File: src/rtl/hilo_pkg.sv
// Shared constants and state encoding for the HI/LO sequential multiplier.
package hilo_pkg;

    localparam int DEF_WIDTH = 32;
    localparam int PROD_WIDTH = 2 * DEF_WIDTH;

    localparam logic [5:0] MULTU_OP = 6'd1;
    localparam logic [5:0] MADDU_OP = 6'd28;

    typedef enum logic [1:0] {
        IDLE = 2'd0,
        RUN  = 2'd1,
        DONE = 2'd2
    } mulState_t;

    function automatic logic isMulOp(input logic [5:0] opCode);
        return (opCode == MULTU_OP) || (opCode == MADDU_OP);
    endfunction

endpackage

File: src/rtl/hilo_mul_step.sv
// One combinational add-and-shift iteration of the multiplier.
// HILO_MUL_RADIX4_EN selects a 2-bit-per-step variant using a precomputed 3A.
module hilo_mul_step
    import hilo_pkg::*;
#(
    parameter int WIDTH = DEF_WIDTH
) (
    input  logic [2*WIDTH-1:0] acc,
    input  logic [WIDTH-1:0]   mcand,
`ifdef HILO_MUL_RADIX4_EN
    input  logic [WIDTH+1:0]   mcand3,
`endif
    output logic [2*WIDTH-1:0] accNext
);

`ifdef HILO_MUL_RADIX4_EN
    logic [WIDTH+1:0] addend;
    logic [WIDTH+1:0] sum;

    // The two guard bits hold the carry of hi + 3A so the shift stays exact.
    always_comb begin
        addend = '0;
        case (acc[1:0])
            2'd0:    addend = '0;
            2'd1:    addend = {2'b00, mcand};
            2'd2:    addend = {1'b0, mcand, 1'b0};
            default: addend = mcand3;
        endcase
        sum     = {2'b00, acc[2*WIDTH-1:WIDTH]} + addend;
        accNext = {sum, acc[WIDTH-1:2]};
    end
`else
    logic [WIDTH:0] sum;

    // The carry bit is shifted back into the top of the accumulator.
    always_comb begin
        sum     = {1'b0, acc[2*WIDTH-1:WIDTH]} + (acc[0] ? {1'b0, mcand} : {(WIDTH+1){1'b0}});
        accNext = {sum, acc[WIDTH-1:1]};
    end
`endif

endmodule

File: src/rtl/hilo_mul_seq.sv
// Iterative unsigned multiplier feeding the HI/LO block for MULTU/MADDU.
// Define HILO_MUL_RADIX4_EN to retire two multiplier bits per cycle.
module hilo_mul_seq
    import hilo_pkg::*;
#(
    parameter int WIDTH = DEF_WIDTH
) (
    input  logic               clk,
    input  logic               rst,
    input  logic               start,
    input  logic [5:0]         op,
    input  logic [WIDTH-1:0]   src_a,
    input  logic [WIDTH-1:0]   src_b,
    output logic               busy,
    output logic               done,
    output logic [5:0]         op_out,
    output logic [2*WIDTH-1:0] MulAns
);

`ifdef HILO_MUL_RADIX4_EN
    localparam int STEPS = WIDTH / 2;
`else
    localparam int STEPS = WIDTH;
`endif
    localparam int CW = $clog2(STEPS + 1);
    localparam logic [CW-1:0] LAST = CW'(STEPS - 1);

    mulState_t          state;
    mulState_t          nextState;
    logic               accept;
    logic [CW-1:0]      count;
    logic [WIDTH-1:0]   mcand;
    logic [2*WIDTH-1:0] acc;
    logic [2*WIDTH-1:0] accNext;
    logic [5:0]         opHold;
`ifdef HILO_MUL_RADIX4_EN
    logic [WIDTH+1:0]   mcand3;
`endif

    assign accept = (state == IDLE) && start && isMulOp(op);
    assign busy   = (state != IDLE);
    assign done   = (state == DONE);

    hilo_mul_step #(.WIDTH(WIDTH)) uStep (
        .acc     (acc),
        .mcand   (mcand),
`ifdef HILO_MUL_RADIX4_EN
        .mcand3  (mcand3),
`endif
        .accNext (accNext)
    );

    always_ff @(posedge clk) begin
        if (!rst) state <= IDLE;
        else      state <= nextState;
    end

    always_comb begin
        nextState = state;
        case (state)
            IDLE:    if (accept) nextState = RUN;
            RUN:     if (count == LAST) nextState = DONE;
            DONE:    nextState = IDLE;
            default: nextState = IDLE;
        endcase
    end

    // The op code is parked in opHold so op_out only moves together with MulAns.
    always_ff @(posedge clk) begin
        if (!rst) begin
            count  <= '0;
            mcand  <= '0;
            acc    <= '0;
            opHold <= '0;
            op_out <= '0;
            MulAns <= '0;
`ifdef HILO_MUL_RADIX4_EN
            mcand3 <= '0;
`endif
        end else if (accept) begin
            count  <= '0;
            mcand  <= src_a;
            acc    <= {{WIDTH{1'b0}}, src_b};
            opHold <= op;
`ifdef HILO_MUL_RADIX4_EN
            mcand3 <= {2'b00, src_a} + {1'b0, src_a, 1'b0};
`endif
        end else if (state == RUN) begin
            acc   <= accNext;
            count <= count + 1'b1;
            if (count == LAST) begin
                MulAns <= accNext;
                op_out <= opHold;
            end
        end
    end

endmodule

File: config.mk
export PLATFORM = sky130hd
export DESIGN_NAME = hilo_mul_seq
export DESIGN_NICKNAME = d
export VERILOG_FILES = /design/src/rtl/hilo_pkg.sv /design/src/rtl/hilo_mul_step.sv /design/src/rtl/hilo_mul_seq.sv
export SDC_FILE = /design/constraint.sdc
export NUM_CORES = 1
export LEC_CHECK = 0
export ABC_AREA = 1
export CAP_MARGIN = 40
export CORE_MARGIN = 2
export CORE_UTILIZATION = 45
export DETAILED_ROUTE_END_ITERATION = 8
export PLACE_DENSITY = 0.68
export SYNTH_ARGS = -nofsm -noshare
export SYNTH_HDL_FRONTEND = slang
export SYNTH_SLANG_ARGS = --single-unit
export TNS_END_PERCENT = 100
File: constraint.sdc
create_clock -name clk -period 5 [get_ports clk]
set_input_delay 1.5 -clock clk [delete_from_list [all_inputs] [get_ports clk]]
set_output_delay 1.5 -clock clk [all_outputs]
set_load 0.03 [all_outputs]
==> metrics.yaml <==
finalSetupViolations: 0
postCtsSetupBuffers: 0
period_needed_ns: 3.18
maxCapViolations: 0
ys_ff_latch: 180
grtUsageTotal: 0.233
p_int_mw: 2.20
ys.flop_type: "dfxtp_1"
synthMuxAreaShare: 0
drtIter0Drc: 464
insertion_delay_ns: 0.44
cellLeakagePower_nw: 5.77
wl_per_cell_um: 13.5
timing.rr.start: "acc[0]$_SDFFE_PN0P_"
die_h_um: 149
nets: 1717
startpoint: "state[0]$_SDFFE_PN0P_"
dp_hpwl_um: 18300
endpoint: "busy"
antennaDiodeCount: 0
synth-edff-count: 0
synth.cell_area_um2: 9510
die_w_um: 149
antenna_found_initial: 0
clockBufferDepth: 2
htreeDepth: 4
min_path_type: "flip-flop to flip-flop"
fin_tns_setup_ns: 0
reg2reg_depth: 15
layout_common_cells: "435 x nand2_1, 242 x inv_1, 202 x nor2_1"
finalHoldViolCount: 0
grt_start_max_net_pins: 76
crit_arrival_ns: 1.68
worstReg2RegEnd: "MulAns[59]$_SDFFE_PN0P_"
outcome: "complete, no violations"
seq_area_frac_synth: 0.379
p_seq_frac: 0.491
viasPerCell: 4.83
overflow: 0
finClkSkew_ns: 0.0129
cts_sinks: 180
clockPowerShare: 0.453
cp.required_ns: 3.50
post-route-util: 0.562
cts_resized: 0
drt_wl_total_um: 25600
power_density_nw_per_um2: 253
top_layer: "met4"
synth_compound_area_frac: 0.120
port_buffers: 144
synth-xor-area-share: 0.0157
grt_pass1_wl_um: 41800
cpPeakStageDelay_ns: 0.70
async_flop_share: 0
ys_warn_count: 0
path_class: "flip-flop to primary output"
combPwrFrac: 0.055
slew_headroom: 0.465
layout_commonest_cell: "nand2_1"
gp_congestion: 0.929
drive_gt1_frac: 0.0339
ir_worst_vdd_v: 0.000224
ant_nets: 0
power_switching_uw: 769
post-route-period-util: 0.637
via_count: 9163
ioPinCount: 145
numCtsBuffers: 17
first_pass_iters: 6
fmax_mhz: 314
synth_top_family_by_area: "simple AND/OR/NAND/NOR gates"
synth_fp_nets: 1602
rsz0062_at_grt: "no"
tightest_slew_ns: 0.801
core_area_um2: 20900
maxSlewViolCount: 0
syn_to_final_growth_pct: 23.4
dieArea_um2: 22300
dr_wl_met3_um: 1030
swShare: 0.259
start_util: 0.455
startpoint_type: "flip-flop"
rows: 53
path_clk_slew_ns: 0.08
grt_pass1_vias: 8588
r2r_slack_ns: 2.28
crit_path_end_kind: "primary output"
ctsHoldBuffers: 0
avgSynthCellArea_um2: 6.36
crit_fanout: 3
path_cells: "or2_1 -> clkdlybuf4s50_1"
dr_wl_met2_um: 11900
syn_inst: 1495
synth-simple-area-share: 0.313
drc: 0
wl_met1_um: 12100
synthDistinctLibCells: 34
synthAdderAreaFrac: 0.0455
cts_tree: "built"
cts_root_buf: "clkbuf_16"
slowest_stage: "clkdlybuf4s50_1"
-- worst min-delay path by stage --
stage / from / to / slack [ns] / cells past startpoint
3_3_place_gp: opHold[1]$_SDFFE_PN0P_ / opHold[1]$_SDFFE_PN0P_ / 0.43 / 2
6_report: opHold[1]$_SDFFE_PN0P_ / opHold[1]$_SDFFE_PN0P_ / 0.44 / 2
3_5_place_dp: opHold[1]$_SDFFE_PN0P_ / opHold[1]$_SDFFE_PN0P_ / 0.43 / 2
4_1_cts: opHold[1]$_SDFFE_PN0P_ / opHold[1]$_SDFFE_PN0P_ / 0.44 / 2
2_1_floorplan: opHold[1]$_SDFFE_PN0P_ / opHold[1]$_SDFFE_PN0P_ / 0.42 / 2
5_1_grt: opHold[1]$_SDFFE_PN0P_ / opHold[1]$_SDFFE_PN0P_ / 0.47 / 2
-- layer usage --
layer	vias to the layer above	global-route usage
met4	0	0.0681
met2	200	0.390
met1	4103	0.310
met3	43	0.0385
li1	4817	-
met5	-	0
-- per-stage QoR --
| step | setup slack [ns] | power (mW) | std cells | hold WS, ns | area (um2) |
|---|---|---|---|---|---|
| floorplan | 2.32 | 1.57 | 1495 | 0.416 | 9510 |
| global placement | 1.47 | 1.65 | 1863 | 0.429 | 11100 |
| finish | 1.82 | 2.97 | 1898 | 0.443 | 11700 |
| global route | 1.63 | 3.07 | 1898 | 0.467 | 11700 |
| detailed placement | 1.41 | 1.66 | 1866 | 0.433 | 11100 |
| CTS | 1.80 | 2.98 | 1898 | 0.444 | 11700 |
-- synth_stat cells (all sizes together), types with 3 or more instances --
library cell / instances / area [um2]
xnor2: 6 / 52.6
o21ai: 81 / 405
a21oi: 88 / 440
nand3: 95 / 475
dfxtp: 180 / 3600
inv: 247 / 932
ha: 33 / 413
nand4: 4 / 25.0
nor2: 203 / 769
nand2: 436 / 1640
buf: 28 / 155
a211oi: 3 / 32.5
xor2: 11 / 96.3
clkbuf: 33 / 124
o21a: 19 / 143
o211ai: 4 / 30.0
o21bai: 8 / 60.1
a21o: 3 / 22.5
nor3: 6 / 30.0
-- cell type report --
cell class / instances / area, um2
Timing Repair Buffer: 157 / 1570
Tap cell: 275 / 344
Fill cell: 2124 / 9160
Multi-Input combinational cell: 1007 / 4700
Clock inverter: 15 / 159
Inverter: 247 / 932
Clock buffer: 17 / 425
Sequential cell: 180 / 3600
-- state kept, by name (all words and copies together), names as in the netlist --
signal and cells:
MulAns 64, op_out 6, acc 64, count 6, mcand 32, state 2
opHold 6
-- power by group through the flow --
stage	clock network (mW)	logic (mW)	registers, mW
floorplan	0	0.0835	1.49
global placement	0	0.160	1.49
detailed placement	0	0.164	1.49
CTS	1.36	0.165	1.46
global route	1.42	0.182	1.46
finish	1.35	0.164	1.46
-- critical path, delay by kind of cell, from the launching register on --
family        cells  cell delay [ns]
simple gates      1             0.19
flops             1             0.35
buf+inv           1             0.70
-- kinds of logic (layout without fill, tap and decap cells) --
kind of cell	Yosys count	after routing
compound gates	207	207
xor+xnor	17	17
fa+ha+maj	34	34
buf+inv	308	436
flops	180	180
simple gates	749	749
(Power assumes the default switching activity.)
